--- src/rtl/phase_clock_divider.sv ---
// phase_clock_divider
//   Multi-channel decimation clock generator. Every channel divides clk by
//   2*R (R = decimation_ratio, 0 treated as 1) with 50% duty. Each channel
//   has its own enable and a start delay that is loaded on the rising edge
//   of delay_valid, giving programmable inter-channel phase offsets.
//
// Ports
//   clk              system clock, all logic on its rising edge
//   rst              synchronous active-high reset
//   decimation_ratio half-period in clk cycles (0 behaves as 1)
//   en               per-channel enable
//   delay            per-channel start delay, channel i at [i*W +: W]
//   delay_valid      load strobe, rising edge only
//   dec_clk          divided clocks
//   dec_stb          one-cycle strobe in the first high cycle of dec_clk
//   busy             channel is counting down its start delay
//
// state    | meaning
// ST_IDLE  | channel disabled, dec_clk held low
// ST_RUN   | dividing, counter runs 0..r_act-1 per half-period
// ST_DELAY | counting down the start delay, dec_clk held low

module phase_clock_divider #(
  parameter int W   = 8,
  parameter int NCH = 4
) (
  input  logic             clk,
  input  logic             rst,
  input  logic [W-1:0]     decimation_ratio,
  input  logic [NCH-1:0]   en,
  input  logic [NCH*W-1:0] delay,
  input  logic             delay_valid,
  output logic [NCH-1:0]   dec_clk,
  output logic [NCH-1:0]   dec_stb,
  output logic [NCH-1:0]   busy
);

  typedef enum logic [1:0] {
    ST_IDLE  = 2'd0,
    ST_RUN   = 2'd1,
    ST_DELAY = 2'd2
  } state_t;

  state_t         state_q [NCH];
  state_t         state_d [NCH];
  logic [W-1:0]   cnt_q   [NCH];
  logic [W-1:0]   cnt_d   [NCH];
  logic [W-1:0]   ract_q  [NCH];
  logic [W-1:0]   ract_d  [NCH];
  logic [W-1:0]   dly_q   [NCH];
  logic [W-1:0]   dly_d   [NCH];
  logic [NCH-1:0] clk_q, clk_d;
  logic [NCH-1:0] stb_q, stb_d;
  logic           dv_prev_q;
  logic           load;
  logic [W-1:0]   r_eff;

  assign r_eff = (decimation_ratio == '0) ? W'(1) : decimation_ratio;
  assign load  = delay_valid & ~dv_prev_q;

  always_comb begin
    state_d = state_q;
    cnt_d   = cnt_q;
    ract_d  = ract_q;
    dly_d   = dly_q;
    clk_d   = clk_q;
    stb_d   = '0;
    for (int i = 0; i < NCH; i++) begin
      if (!en[i]) begin
        // disable wins over a simultaneous load
        state_d[i] = ST_IDLE;
        clk_d[i]   = 1'b0;
        cnt_d[i]   = '0;
      end else if (load) begin
        clk_d[i] = 1'b0;
        cnt_d[i] = '0;
        if (delay[i*W +: W] == '0) begin
          state_d[i] = ST_RUN;
          ract_d[i]  = r_eff;
        end else begin
          state_d[i] = ST_DELAY;
          dly_d[i]   = delay[i*W +: W];
        end
      end else begin
        case (state_q[i])
          ST_IDLE: begin
            state_d[i] = ST_RUN;
            cnt_d[i]   = '0;
            ract_d[i]  = r_eff;
            clk_d[i]   = 1'b0;
          end
          ST_RUN: begin
            // ratio is only re-sampled at a half-period boundary: no runts
            if (cnt_q[i] == ract_q[i] - W'(1)) begin
              cnt_d[i]  = '0;
              clk_d[i]  = ~clk_q[i];
              ract_d[i] = r_eff;
              stb_d[i]  = ~clk_q[i];
            end else begin
              cnt_d[i] = cnt_q[i] + W'(1);
            end
          end
          ST_DELAY: begin
            clk_d[i] = 1'b0;
            if (dly_q[i] == W'(1)) begin
              state_d[i] = ST_RUN;
              cnt_d[i]   = '0;
              ract_d[i]  = r_eff;
            end else begin
              dly_d[i] = dly_q[i] - W'(1);
            end
          end
          default: begin
            state_d[i] = ST_IDLE;
            clk_d[i]   = 1'b0;
            cnt_d[i]   = '0;
          end
        endcase
      end
    end
  end

  always_ff @(posedge clk) begin
    if (rst) begin
      for (int i = 0; i < NCH; i++) begin
        state_q[i] <= ST_IDLE;
        cnt_q[i]   <= '0;
        ract_q[i]  <= W'(1);
        dly_q[i]   <= '0;
      end
      clk_q     <= '0;
      stb_q     <= '0;
      dv_prev_q <= 1'b0;
    end else begin
      state_q   <= state_d;
      cnt_q     <= cnt_d;
      ract_q    <= ract_d;
      dly_q     <= dly_d;
      clk_q     <= clk_d;
      stb_q     <= stb_d;
      dv_prev_q <= delay_valid;
    end
  end

  assign dec_clk = clk_q;
  assign dec_stb = stb_q;

  for (genvar g = 0; g < NCH; g++) begin : g_busy
    assign busy[g] = (state_q[g] == ST_DELAY);
  end

endmodule

--- config.mk ---
export PLATFORM = sky130hd
export DESIGN_NAME = phase_clock_divider
export DESIGN_NICKNAME = d
export VERILOG_FILES = /design/src/rtl/phase_clock_divider.sv
export SDC_FILE = /design/constraint.sdc
export NUM_CORES = 1
export LEC_CHECK = 0
export ABC_CLOCK_PERIOD_IN_PS = 5800
export CAP_MARGIN = 20
export CORE_MARGIN = 5
export CORE_UTILIZATION = 44
export CTS_CLUSTER_SIZE = 14
export DETAILED_ROUTE_END_ITERATION = 10
export GPL_ROUTABILITY_DRIVEN = 0
export SLEW_MARGIN = 30
export SYNTH_ARGS = -nofsm -noshare
export SYNTH_HDL_FRONTEND = slang
export SYNTH_SLANG_ARGS = --single-unit
--- constraint.sdc ---
create_clock -name clk -period 5.8 [get_ports clk]
set_clock_uncertainty 0.2 [all_clocks]
set_input_delay 1.16 -clock clk [delete_from_list [all_inputs] [get_ports clk]]
set_output_delay 1.16 -clock clk [all_outputs]
set_load 0.02 [all_outputs]
==> metrics.md <==
| Metric | Value |
|---|---|
| Synth-to-Final Area Change | `19.30%` |
| Vias | `6,136` |
| Count of boundary I/O pins | `59` |
| Count of mapped cells out of synthesis | `828` |
| Power per cell area | `about 300 mW/mm²` |
| Transition time of the tightest slew-check pin | `0.8213 ns` |
| Final core utilization | `around 54%` |
| Run status | `finished, final reports clean` |
| Via count of the first global-routing pass | `between 5,000 and 6,000` |
| Number of register bits inferred by synthesis | `113` |
| Share of post-route cells with drive strength above 1 | `5.995%` |
| Primary flip-flop cell chosen by synthesis mapping | `sky130_fd_sc_hd__dfxtp_1` |
| Width of the chip | `132.6 µm` |
| Number of synthesis warnings | `0` |
| Commonest cells after routing, fill and taps aside | `sky130_fd_sc_hd__dfxtp_1, sky130_fd_sc_hd__nand2_1, sky130_fd_sc_hd__nor2_1` |
| Netlist cell types | `70` |
| Kind of critical path | `in -> reg` |
| Hold Startpoint | `dec_clk[1]` |
| Root Buffer | `sky130_fd_sc_hd__clkbuf_16` |
| Share of the synthesized area in the top cell type | `34.22%` |
| Antenna cells | `0` |
| Quantity of I/O buffers inserted on ports | `58` |
| Area inside the core boundary | `roughly 0.015 mm²` |
| Initial antenna violation count | `0` |
| Final setup violating endpoints | `0` |
| Clock latency reported for the late side of the worst-skew pair | `0.41 ns` |
| Sequential fraction of the synthesis area | `around a third` |
| Data required, critical path | `5.93 ns` |
| Cells resized by post-CTS repair | `0` |
| First-pass detailed-route iteration total | `5` |
| HP Class | `reg -> reg` |
| Reg2reg path depth | `8` |
| Post-CTS Hold Buffers | `0` |
| Count of flip-flops with a built-in enable after synthesis | `0` |
| DIE AREA | `0.01758 mm²` |
| Worst Hold End | `dec_stb[1]` |
| Async S/R FF share, synth | `0%` |
| Yosys top cell by area | `sky130_fd_sc_hd__dfxtp_1` |
| Maximum capacitance violations | `0` |
| Clock tree from TritonCTS | `built` |
| Post-layout minimum cycle time | `3.420 ns` |
| Vertical die dimension | `132.6 µm` |
| Number of violations reported at the end of detailed-routing iteration 0 | `around 380` |
| Detailed placer's ending HPWL | `12.03 mm` |
| Hold path cells | `1` |
| Total GRT Usage | `19.21%` |
| Vias per std cell | `~5.7` |
| Maximum resistive drop on vdd | `0.2222 mV` |
| Total congestion overflow after global routing | `0` |
| Clk buf depth | `2` |
| Standby leakage power | `3.024 nW` |
| Most common cell after layout, fill and taps aside | `sky130_fd_sc_hd__dfxtp_1` |
| RSZ-0062 raised after global routing | `no` |
| WL per Instance | `15.86 µm` |
| Detail Route Antenna Nets | `0` |
| Normalized max-slew margin | `45.15%` |
| Final WL | `16.94 mm` |
| H-tree lvl count | `4` |
| Final Hold Vio Count | `0` |
| Pin count of the biggest net entering global routing | `81` |
| Drc violations | `0` |
| Highest Clock Rate | `292.4 MHz` |
| Crit path arrival time | `3.55 ns` |
| Mean instance size in the synthesized netlist | `around 8.0 µm²` |
| Fin crit share | `58.96%` |
| Clock buffer count from CTS | `17` |
| Worst r2r dst | `ract_q[24]` |
| Worst-case register-to-register setup slack | `between 2 and 3 ns` |
| Sum of negative setup slack | `0 ns` |
| CP Max Fanout | `about 40` |
| First-pass GRT wire length | `between 20 and 30 mm` |
| Crit path launch type | `input port` |
| Number of sinks on the clock net | `113` |
| Net count reported at finish | `approximately 940` |
| Synthesized netlist net count | `891` |
| Initial standard-cell utilization of the core | `between 40 and 50%` |
| Start of the worst register-to-register path | `ract_q[24]` |
| Total count of max-transition violations in the final report | `0` |
| Cells taking the most area after synthesis | `sky130_fd_sc_hd__dfxtp_1, sky130_fd_sc_hd__nand2_1, sky130_fd_sc_hd__mux2i_1` |
| Clock slew at reported path FFs | `0.05 ns` |
| Post-CTS Repair Setup Buffers | `0` |
| Setup crit end kind | `flip-flop` |
| Synth Cell Area | `0.006611 mm²` |
| Number of placement rows | `44` |
synth_stat cells, types with 5 or more instances:
| master | instances |
|---|---|
| sky130_fd_sc_hd__mux2i_1 | 32 |
| sky130_fd_sc_hd__inv_1 | 23 |
| sky130_fd_sc_hd__a22o_1 | 6 |
| sky130_fd_sc_hd__and2_1 | 5 |
| sky130_fd_sc_hd__o221ai_1 | 5 |
| sky130_fd_sc_hd__nand2b_1 | 51 |
| sky130_fd_sc_hd__clkbuf_1 | 32 |
| sky130_fd_sc_hd__nor2b_1 | 16 |
| sky130_fd_sc_hd__nand3_1 | 33 |
| sky130_fd_sc_hd__nor2_1 | 74 |
| sky130_fd_sc_hd__o21ai_0 | 49 |
| sky130_fd_sc_hd__a31oi_1 | 9 |
| sky130_fd_sc_hd__nor3b_1 | 11 |
| sky130_fd_sc_hd__nand4_1 | 6 |
| sky130_fd_sc_hd__nor3_1 | 24 |
| sky130_fd_sc_hd__nor4_1 | 16 |
| sky130_fd_sc_hd__o31ai_1 | 5 |
| sky130_fd_sc_hd__and3_1 | 8 |
| sky130_fd_sc_hd__or3_1 | 5 |
| sky130_fd_sc_hd__nand2_1 | 92 |
| sky130_fd_sc_hd__xor2_1 | 21 |
| sky130_fd_sc_hd__dfxtp_1 | 113 |
| sky130_fd_sc_hd__xnor2_1 | 27 |
| sky130_fd_sc_hd__a211oi_1 | 12 |
| sky130_fd_sc_hd__ha_1 | 16 |
| sky130_fd_sc_hd__a21oi_1 | 49 |
| sky130_fd_sc_hd__or2_2 | 5 |
| sky130_fd_sc_hd__a21o_1 | 5 |
critical path: stages:
cell and delay (ns):
sky130_fd_sc_hd__clkdlybuf4s50_1 0.52, sky130_fd_sc_hd__nor2b_4 0.44, sky130_fd_sc_hd__buf_4 0.44, sky130_fd_sc_hd__a211oi_1 0.08, sky130_fd_sc_hd__o21ai_0 0.16, sky130_fd_sc_hd__o31a_1 0.49
sky130_fd_sc_hd__mux2i_1 0.25
how the worst max path moves through the flow:
stage / start / to / slack, ns / cells after the start
final: delay_valid / ract_q[23] / 2.38 / 7
after global routing: delay_valid / cnt_q[5] / 2.12 / 7
after CTS: delay_valid / ract_q[23] / 2.38 / 7
after detailed placement: delay_valid / ract_q[23] / 1.98 / 7
after global placement: delay_valid / ract_q[18] / 2.03 / 7
after floorplan: delay_valid / dly_q[16] / 2.89 / 6
state kept, by name (all words and copies together) (netlist names):
name,flops
cnt_q,32
dec_clk,4
dec_stb,4
dly_q,32
dv_prev_q,1
ract_q,32
state_q,8
per-stage QoR:
step | hold slack, ns | std cells | power, W | area, µm² | setup slack [ns]
2_1_floorplan | 0.2446 | 828 | 0.001199 | 6611 | 2.890
3_3_place_gp | 0.2480 | 1037 | 0.001309 | 7311 | 2.035
3_5_place_dp | 0.2578 | 1037 | 0.001324 | 7311 | 1.975
4_1_cts | 0.2693 | 1067 | 0.002353 | 7883 | 2.383
5_1_grt | 0.2974 | 1068 | 0.002448 | 7888 | 2.116
6_report | 0.2670 | 1068 | 0.002337 | 7888 | 2.380
where the power goes:
part	switching, W	internal (W)	total [W]
clock network	0.000352	0.000669	0.00102
registers	0.0000492	0.000819	0.000868
logic	0.000251	0.000195	0.000446
layout make-up:
cell class / count / area, µm²
fillers: 1400 / 6756
clock inverters: 6 / 80.08
repair buffers: 63 / 610.6
inverters: 23 / 86.33
multi-input cells: 655 / 4126
flip-flops and latches: 113 / 2262
well taps: 184 / 230.2
clock buffers: 24 / 491.7
kinds of logic (layout without fill, tap and decap cells):
kind of cell	Yosys count	count (layout)	synth area share, %
AND/OR/NAND/NOR	365	365	28.27
AO/OA/AOI/OAI	194	194	19.80
flip-flops	113	113	34.22
buffers and inverters	60	116	3.482
XOR/XNOR	48	48	6.359
multiplexers	32	32	4.845
adder cells (fa/ha/maj)	16	16	3.028
layer usage:
metal  vias to the layer above  share of wire, %  track usage (%)
met4                         0               1.8            6.928
met2                       140                46            30.23
met5                         -                 0                0
li1                       3061                 -                -
met1                      2905                48            25.77
met3                        30               4.5            4.518
(Power assumes the default switching activity.)
